File: src/rtl/mc_ctrl.sv
// Multicycle MIPS-subset control unit.
// Moore FSM with registered control outputs.
module mc_ctrl #(
  parameter bit ILLEGAL_HALT = 1'b0
) (
  input  logic       clk,
  input  logic       rst_n,
  input  logic [5:0] opcode,
  output logic       IRWrite,
  output logic       PCWrite,
  output logic       PCWriteCond,
  output logic       IorD,
  output logic       MemRead,
  output logic       MemWrite,
  output logic       MemtoReg,
  output logic       RegDst,
  output logic       RegWrite,
  output logic       ALUSrcA,
  output logic [1:0] ALUSrcB,
  output logic [1:0] ALUOp,
  output logic [1:0] PCSource,
  output logic [3:0] state,
  output logic       halted
);

  typedef enum logic [3:0] {
    S_INIT  = 4'd0,
    S_IF    = 4'd1,
    S_ID    = 4'd2,
    S_MADDR = 4'd3,
    S_MRD   = 4'd4,
    S_MWB   = 4'd5,
    S_MWR   = 4'd6,
    S_REX   = 4'd7,
    S_RWB   = 4'd8,
    S_BEQ   = 4'd9,
    S_JMP   = 4'd10,
    S_IEX   = 4'd11,
    S_IWB   = 4'd12,
    S_HALT  = 4'd15
  } state_t;

  typedef struct packed {
    logic       ir_write;
    logic       pc_write;
    logic       pc_write_cond;
    logic       iord;
    logic       mem_read;
    logic       mem_write;
    logic       mem_to_reg;
    logic       reg_dst;
    logic       reg_write;
    logic       alu_src_a;
    logic [1:0] alu_src_b;
    logic [1:0] alu_op;
    logic [1:0] pc_source;
    logic       halted;
  } ctrl_t;

  localparam logic [5:0] OP_R    = 6'b000000;
  localparam logic [5:0] OP_LW   = 6'b100011;
  localparam logic [5:0] OP_SW   = 6'b101011;
  localparam logic [5:0] OP_BEQ  = 6'b000100;
  localparam logic [5:0] OP_J    = 6'b000010;
  localparam logic [5:0] OP_ADDI = 6'b001000;

  state_t st_q;
  state_t st_d;
  ctrl_t  c_q;
  ctrl_t  c_d;

  logic is_r;
  logic is_mem;
  logic is_beq;
  logic is_j;
  logic is_addi;

  assign is_r    = (opcode == OP_R);
  assign is_mem  = (opcode == OP_LW) || (opcode == OP_SW);
  assign is_beq  = (opcode == OP_BEQ);
  assign is_j    = (opcode == OP_J);
  assign is_addi = (opcode == OP_ADDI);

  // Next-state selection; opcode only matters in ID and MADDR.
  always_comb begin
    st_d = S_INIT;
    unique case (st_q)
      S_INIT:  st_d = S_IF;
      S_IF:    st_d = S_ID;
      S_ID: begin
        unique case (1'b1)
          is_r:    st_d = S_REX;
          is_mem:  st_d = S_MADDR;
          is_beq:  st_d = S_BEQ;
          is_j:    st_d = S_JMP;
          is_addi: st_d = S_IEX;
          default: st_d = ILLEGAL_HALT ? S_HALT : S_IF;
        endcase
      end
      S_MADDR: st_d = (opcode == OP_LW) ? S_MRD : S_MWR;
      S_MRD:   st_d = S_MWB;
      S_MWB:   st_d = S_IF;
      S_MWR:   st_d = S_IF;
      S_REX:   st_d = S_RWB;
      S_RWB:   st_d = S_IF;
      S_BEQ:   st_d = S_IF;
      S_JMP:   st_d = S_IF;
      S_IEX:   st_d = S_IWB;
      S_IWB:   st_d = S_IF;
      S_HALT:  st_d = S_HALT;
      default: st_d = S_INIT;
    endcase
  end

  // Control decode of the upcoming state, so outputs register alongside it.
  always_comb begin
    c_d = '0;
    unique case (st_d)
      S_IF: begin
        c_d.mem_read  = 1'b1;
        c_d.ir_write  = 1'b1;
        c_d.alu_src_b = 2'b01;
        c_d.pc_write  = 1'b1;
      end
      S_ID: c_d.alu_src_b = 2'b11;
      S_MADDR: begin
        c_d.alu_src_a = 1'b1;
        c_d.alu_src_b = 2'b10;
      end
      S_MRD: begin
        c_d.mem_read = 1'b1;
        c_d.iord     = 1'b1;
      end
      S_MWB: begin
        c_d.reg_write  = 1'b1;
        c_d.mem_to_reg = 1'b1;
      end
      S_MWR: begin
        c_d.mem_write = 1'b1;
        c_d.iord      = 1'b1;
      end
      S_REX: begin
        c_d.alu_src_a = 1'b1;
        c_d.alu_op    = 2'b10;
      end
      S_RWB: begin
        c_d.reg_write = 1'b1;
        c_d.reg_dst   = 1'b1;
      end
      S_BEQ: begin
        c_d.alu_src_a     = 1'b1;
        c_d.alu_op        = 2'b01;
        c_d.pc_write_cond = 1'b1;
        c_d.pc_source     = 2'b01;
      end
      S_JMP: begin
        c_d.pc_write  = 1'b1;
        c_d.pc_source = 2'b10;
      end
      S_IEX: begin
        c_d.alu_src_a = 1'b1;
        c_d.alu_src_b = 2'b10;
      end
      S_IWB:  c_d.reg_write = 1'b1;
      S_HALT: c_d.halted    = 1'b1;
      default: c_d = '0;
    endcase
  end

  // State and control registers; reset parks in INIT with everything low.
  always_ff @(posedge clk or negedge rst_n) begin
    if (!rst_n) begin
      st_q <= S_INIT;
      c_q  <= '0;
    end else begin
      st_q <= st_d;
      c_q  <= c_d;
    end
  end

  assign IRWrite     = c_q.ir_write;
  assign PCWrite     = c_q.pc_write;
  assign PCWriteCond = c_q.pc_write_cond;
  assign IorD        = c_q.iord;
  assign MemRead     = c_q.mem_read;
  assign MemWrite    = c_q.mem_write;
  assign MemtoReg    = c_q.mem_to_reg;
  assign RegDst      = c_q.reg_dst;
  assign RegWrite    = c_q.reg_write;
  assign ALUSrcA     = c_q.alu_src_a;
  assign ALUSrcB     = c_q.alu_src_b;
  assign ALUOp       = c_q.alu_op;
  assign PCSource    = c_q.pc_source;
  assign halted      = c_q.halted;
  assign state       = st_q;

endmodule

File: config.mk
export PLATFORM = sky130hd
export DESIGN_NAME = mc_ctrl
export DESIGN_NICKNAME = d
export VERILOG_FILES = /design/src/rtl/mc_ctrl.sv
export SDC_FILE = /design/constraint.sdc
export NUM_CORES = 1
export LEC_CHECK = 0
export CAP_MARGIN = 20
export CORE_UTILIZATION = 59
export CTS_CLUSTER_SIZE = 28
export DETAILED_ROUTE_END_ITERATION = 10
export DONT_BUFFER_PORTS = 1
export PLACE_DENSITY = 0.84
export SETUP_SLACK_MARGIN = 0.3
export SLEW_MARGIN = 10
export SYNTH_ARGS = -nofsm -noshare
export SYNTH_HDL_FRONTEND = slang
export SYNTH_SLANG_ARGS = --single-unit
File: constraint.sdc
create_clock -name clk -period 1.6 [get_ports clk]
set_input_delay 0.24 -clock clk [delete_from_list [all_inputs] [get_ports clk]]
set_output_delay 0.24 -clock clk [all_outputs]
set_load 0.005 [all_outputs]
After elaboration in Yosys (flattened, before gate mapping)
Cells that the tools add are included.
{"block": "classes", "eq_ne": 31, "muxes": 17, "n_reduce_logical": 10}
{"cell": "4-bit equality test (second input constant)", "n": 12}
{"cell": "4-bit by 3-bit equality test with 1-bit output (second input constant)", "n": 8}
{"cell": "4-bit one-hot mux with 8 select lines", "n": 1}
{"cell": "4-bit one-hot mux with 5 select lines", "n": 1}
{"cell": "4-bit by 2-bit equality test with 1-bit output (second input constant)", "n": 4}
{"cell": "6-bit equality test (second input constant)", "n": 2}
{"cell": "1-bit 2-to-1 mux", "n": 11}
{"cell": "4-bit by 1-bit equality test with 1-bit output (second input constant)", "n": 2}
{"cell": "2-bit one-hot mux with 2 select lines", "n": 2}
{"cell": "2-bit OR reduction", "n": 4}
{"cell": "7-bit OR reduction", "n": 1}
{"cell": "6-bit by 2-bit equality test with 1-bit output (second input constant)", "n": 1}
{"cell": "6-bit by 3-bit equality test with 1-bit output (second input constant)", "n": 1}
{"cell": "6-bit by 4-bit equality test with 1-bit output (second input constant)", "n": 1}
{"cell": "6-bit zero test", "n": 1}
{"cell": "2-bit one-hot mux with 3 select lines", "n": 1}
{"cell": "4-bit zero test", "n": 1}
{"cell": "4-bit OR reduction", "n": 1}
{"cell": "3-bit OR reduction", "n": 1}
{"cell": "2-bit 2-to-1 mux", "n": 1}
{"cell": "1-bit logical OR", "n": 1}
{"block": "totals", "elab_cells": 73, "reg_bits": 21, "input_bits": 8}

Longest topological paths before layout
{"block": "depth", "ltp_word": 7, "depth_mapped": 6}

Least setup slack after synthesis
OpenSTA, ideal clock, no wires.
{"block": "synth_path", "kind": "register -> register", "start": "reg st_q[3] (netlist: state[3])", "end": "reg c_q, in the netlist ALUSrcA", "t_arrival_ns": 1.409, "synth_period_minus_slack_ns": 1.503, "required_time_ns": 1.506, "setup_time_ns": 0.094, "slack_ns": 0.097, "path_buffers": 1, "stages_incl_launch_ff": 7, "path_cell_list": "dfrtp_1 -> clkbuf_2 -> nor2_1 -> nand4_1 -> o22a_2 -> nand2b_1 -> a211oi_1"}
{"element": "from (decl)", "line_no": "67", "source": "state_t st_q;"}
{"element": "from (signal assigned)", "line_no": "176", "source": "st_q <= st_d;"}
{"element": "to (signal assigned)", "line_no": "174", "source": "c_q <= '0;"}
{"element": "to (signal assigned)", "line_no": "177", "source": "c_q <= c_d;"}
{"element": "to (decl)", "line_no": "69", "source": "ctrl_t c_q;"}

==> summary.txt <==
Clocking
  – Clock Tree Root: clkbuf_4
  – H-tree level count: 1
  – Clock buffer depth: 2
  – Clk_lat worst skew: roughly 0.30 ns
  – Total CTS buffers: 3
  – CTS tree: built
  – CTS sink cnt: 19
  – Clk slew on worst S/H paths: 0.10 ns

Floorplanning
  – Die Y: around 41 um
  – CORE AREA: 1330 sq um
  – Die width: around 41 um
  – Number of placed I/O pins: 29
  – Die area: approximately 1600 sq um
  – Initial Utilization: between 60% and 70%
  – # rows: 13

Layout
  – Filler instances: 68
  – Final Util: 85.6%
  – FF+latch area: 480 sq um
  – Layout cell share with drive strength beyond 1: 49.5%
  – Post-route cell area: roughly 1100 sq um
  – Most common cell after layout, fill and taps aside: dfrtp_1
  – Commonest cells after routing, fill and taps aside: 15 x dfrtp_1, 8 x buf_6, 7 x buf_4, 5 x nor2_1, 4 x dfrtp_2
  – Area of the multi-input gates: 432 sq um
  – N_diodes: 0
  – Largest register FFs: 4
  – Area Growth Syn to Fin: 30.2%
  – Total Nets Final: 106

Min path
  – Hold crit path type: primary input to flip-flop
  – Hold_sp: opcode[4]

Place
  – Area post-placement: a little over 900 sq um
  – Port bufs: 0
  – GP Congestion: roughly 0.9
  – Dpl hpwl: roughly 1200 um

Timing
  – Fin. max-slew vios: 0
  – Worst relative slew slack: 47.9%
  – Final hold violations: 0
  – Crit path time final: 1.62 ns
  – RSZ-0062 raised after global routing: true
  – Final setup viols: 1
  – Worst-Margin Slew: just under 0.8 ns
  – Tcrit/Tclk final: 101%
  – Clk_skew: 0.00296 ns
  – Fin worst setup slack: -0.0161 ns
  – Peak Freq: approximately 620 MHz

Global routing
  – Vias in the first global route: about 650
  – Initial antenna violation count: 0
  – Pin count of the biggest net entering global routing: 20
  – Grt total ovfl: 0
  – First-pass GRT wire length: between 3000 and 4000 um
  – Total Routing Usage GR: between 20% and 30%

Critical path
  – Critical path fanouts, max: 8
  – CP Class: flip-flop to flip-flop
  – Reg-to-Reg Start: state[0]
  – CP max stage cell: dfrtp_2
  – Critical path endpoint category: flip-flop
  – Setup crit start kind: flip-flop
  – Crit path required time: between 1.5 and 2 ns
  – Worst path cell trace: buf_4 -> nor2_1 -> nand4_1 -> o22a_2 -> nand2b_4 -> a211oi_2
  – CP peak stage delay: around 0.5 ns
  – CP bufs+invs: 1
  – CP arrival: about 1.8 ns
  – Critical path origin: state[0]
  – Crit path max-delay family: compound AO/OA/AOI/OAI gates

Routing
  – WL met1: approximately 800 um
  – Residual DRC count: 0
  – Met2 Wirelength: 916 um
  – Wirelength per Cell: between 15 and 20 um
  – Max layer used: met4
  – Initial drt markers: 29
  – Vias per cell: 6.24
  – Detailed-route via count: around 700
  – Antenna-violating nets left: 0
  – Post-Route WL: between 1500 and 2000 um
  – Met3 routed WL: 173 um
  – Router iterations before antenna repair: 5

Power and ir drop
  – Sequential power share: 32.3%
  – Leakage power: between 0.5 and 0.6 nW
  – Pint: approximately 1.4 mW
  – Sw Pwr: 1.01 mW
  – Power Total: about 2.4 mW
  – Power Density: roughly 2100 nW/um^2
  – Clk pwr share: just under 10%
  – VDD IR max: roughly 1.2 mV
  – Sw Share: between 40% and 50%
  – Comb power frac: between 50% and 60%

Yosys
  – Warning count from the yosys run: 0
  – Synthesized netlist cell count: 80
  – Yosys reg bits: 19
  – Sequential area share after synthesis: 54.2%
  – Synth cell types: 36
  – Mean Syn Cell Area: 11.0 sq um
  – Mapped cell area: slightly below 900 sq um
  – Synth Net Count: roughly 90

Flow run
  – Max Cap Viol: 0

Outcome
  – Failing checks: negative setup slack
  – Run status: complete, but fails checks
[metrics by stage]
stage	std cells	setup WS [ns]	setup TNS [ns]	hold slack (ns)
2_1_floorplan	80	0.152	0	-0.0556
3_3_place_gp	96	-0.0538	-0.0939	-0.0553
6_report	112	-0.0161	-0.0161	0.167
5_1_grt	112	-0.0632	-0.156	0.170
3_5_place_dp	96	-0.0812	-0.249	-0.0552
4_1_cts	112	0.0795	0	0.174
[path summary, 6_finish.rpt]
| path | endpoint | slack, ns | cells after the start |
|---|---|---|---|
| setup reg to reg | ALUSrcA | -0.02 | 6 |
| hold reg to reg | MemtoReg | 0.64 | 2 |
| setup / recovery | ALUSrcA | -0.02 | 6 |
| min in group asynchronous | MemRead | 0.45 | 1 |
| max in group asynchronous | state[0] | 0.62 | 1 |
| hold / removal | MemWrite | 0.17 | 2 |
[logic make-up (layout without fill, tap and decap cells)]
logic type,after synthesis,in the layout,share of synthesized area (%)
DFF,19,19,54.2
xor gates and xnor gates,2,2,2.00
AOI/OAI and AO/OA,17,17,15.0
buffers and inverters,11,28,6.99
and+or+nand+nor,31,31,21.8
[repair_timing]
item	4_1_cts	5_1_grt
hold buffers	1	0
setup buffers	11	0
endpoints found under the setup margin	17	16
gates cloned	0	0
pin swaps	4	1
hold endpoints to repair	19	0
resized for setup	19	11
[cell usage after synthesis, drive strengths merged]
master | n | area share [%]
or3b | 1 | 1.0
a211oi | 3 | 2.6
dfrtp | 19 | 54
o221ai | 1 | 1.0
nand2 | 4 | 1.7
nor3 | 5 | 4.6
nand2b | 3 | 2.1
xor2 | 1 | 1.0
o21bai | 1 | 0.86
a31oi | 2 | 2.1
a21oi | 2 | 1.1
buf | 4 | 3.9
nand3b | 1 | 0.86
nand4 | 1 | 0.71
xnor2 | 1 | 1.0
inv | 6 | 2.6
o31ai | 1 | 1.4
and4b | 1 | 1.1
o22a | 1 | 1.1
and3 | 2 | 2.0
or2b | 1 | 0.86
nor2b | 1 | 0.71
o21ai | 3 | 1.7
nor4 | 1 | 1.4
nor2 | 8 | 3.4
o22ai | 1 | 0.71
a2bb2oi | 1 | 1.0
nand3 | 1 | 0.57
clkbuf | 1 | 0.57
and2 | 1 | 0.71
o2111a | 1 | 1.3
[final cells by class]
type                    instances  area share [%]
flip-flops and latches         19            42.1
inverters                       6            1.97
repair buffers                 18            14.2
multi-input cells              50            37.8
well taps                      15            1.64
clock buffers                   4            2.30
[power by group through the flow]
stage	combinational (mW)	sequential, mW	clock, mW
after global placement	0.747	0.826	0
after global routing	1.50	0.819	0.261
after CTS	1.25	0.773	0.230
after detailed placement	0.765	0.840	0
after floorplan	0.678	0.744	0
final	1.41	0.787	0.238
[layer usage]
metal | global-route usage (%) | vias to the layer above
met5 | 0 | -
met4 | 20.0 | 0
met3 | 6.67 | 15
met2 | 46.4 | 54
met1 | 35.1 | 318
li1 | - | 312
Note: power is estimated with default switching activity, not from simulation.
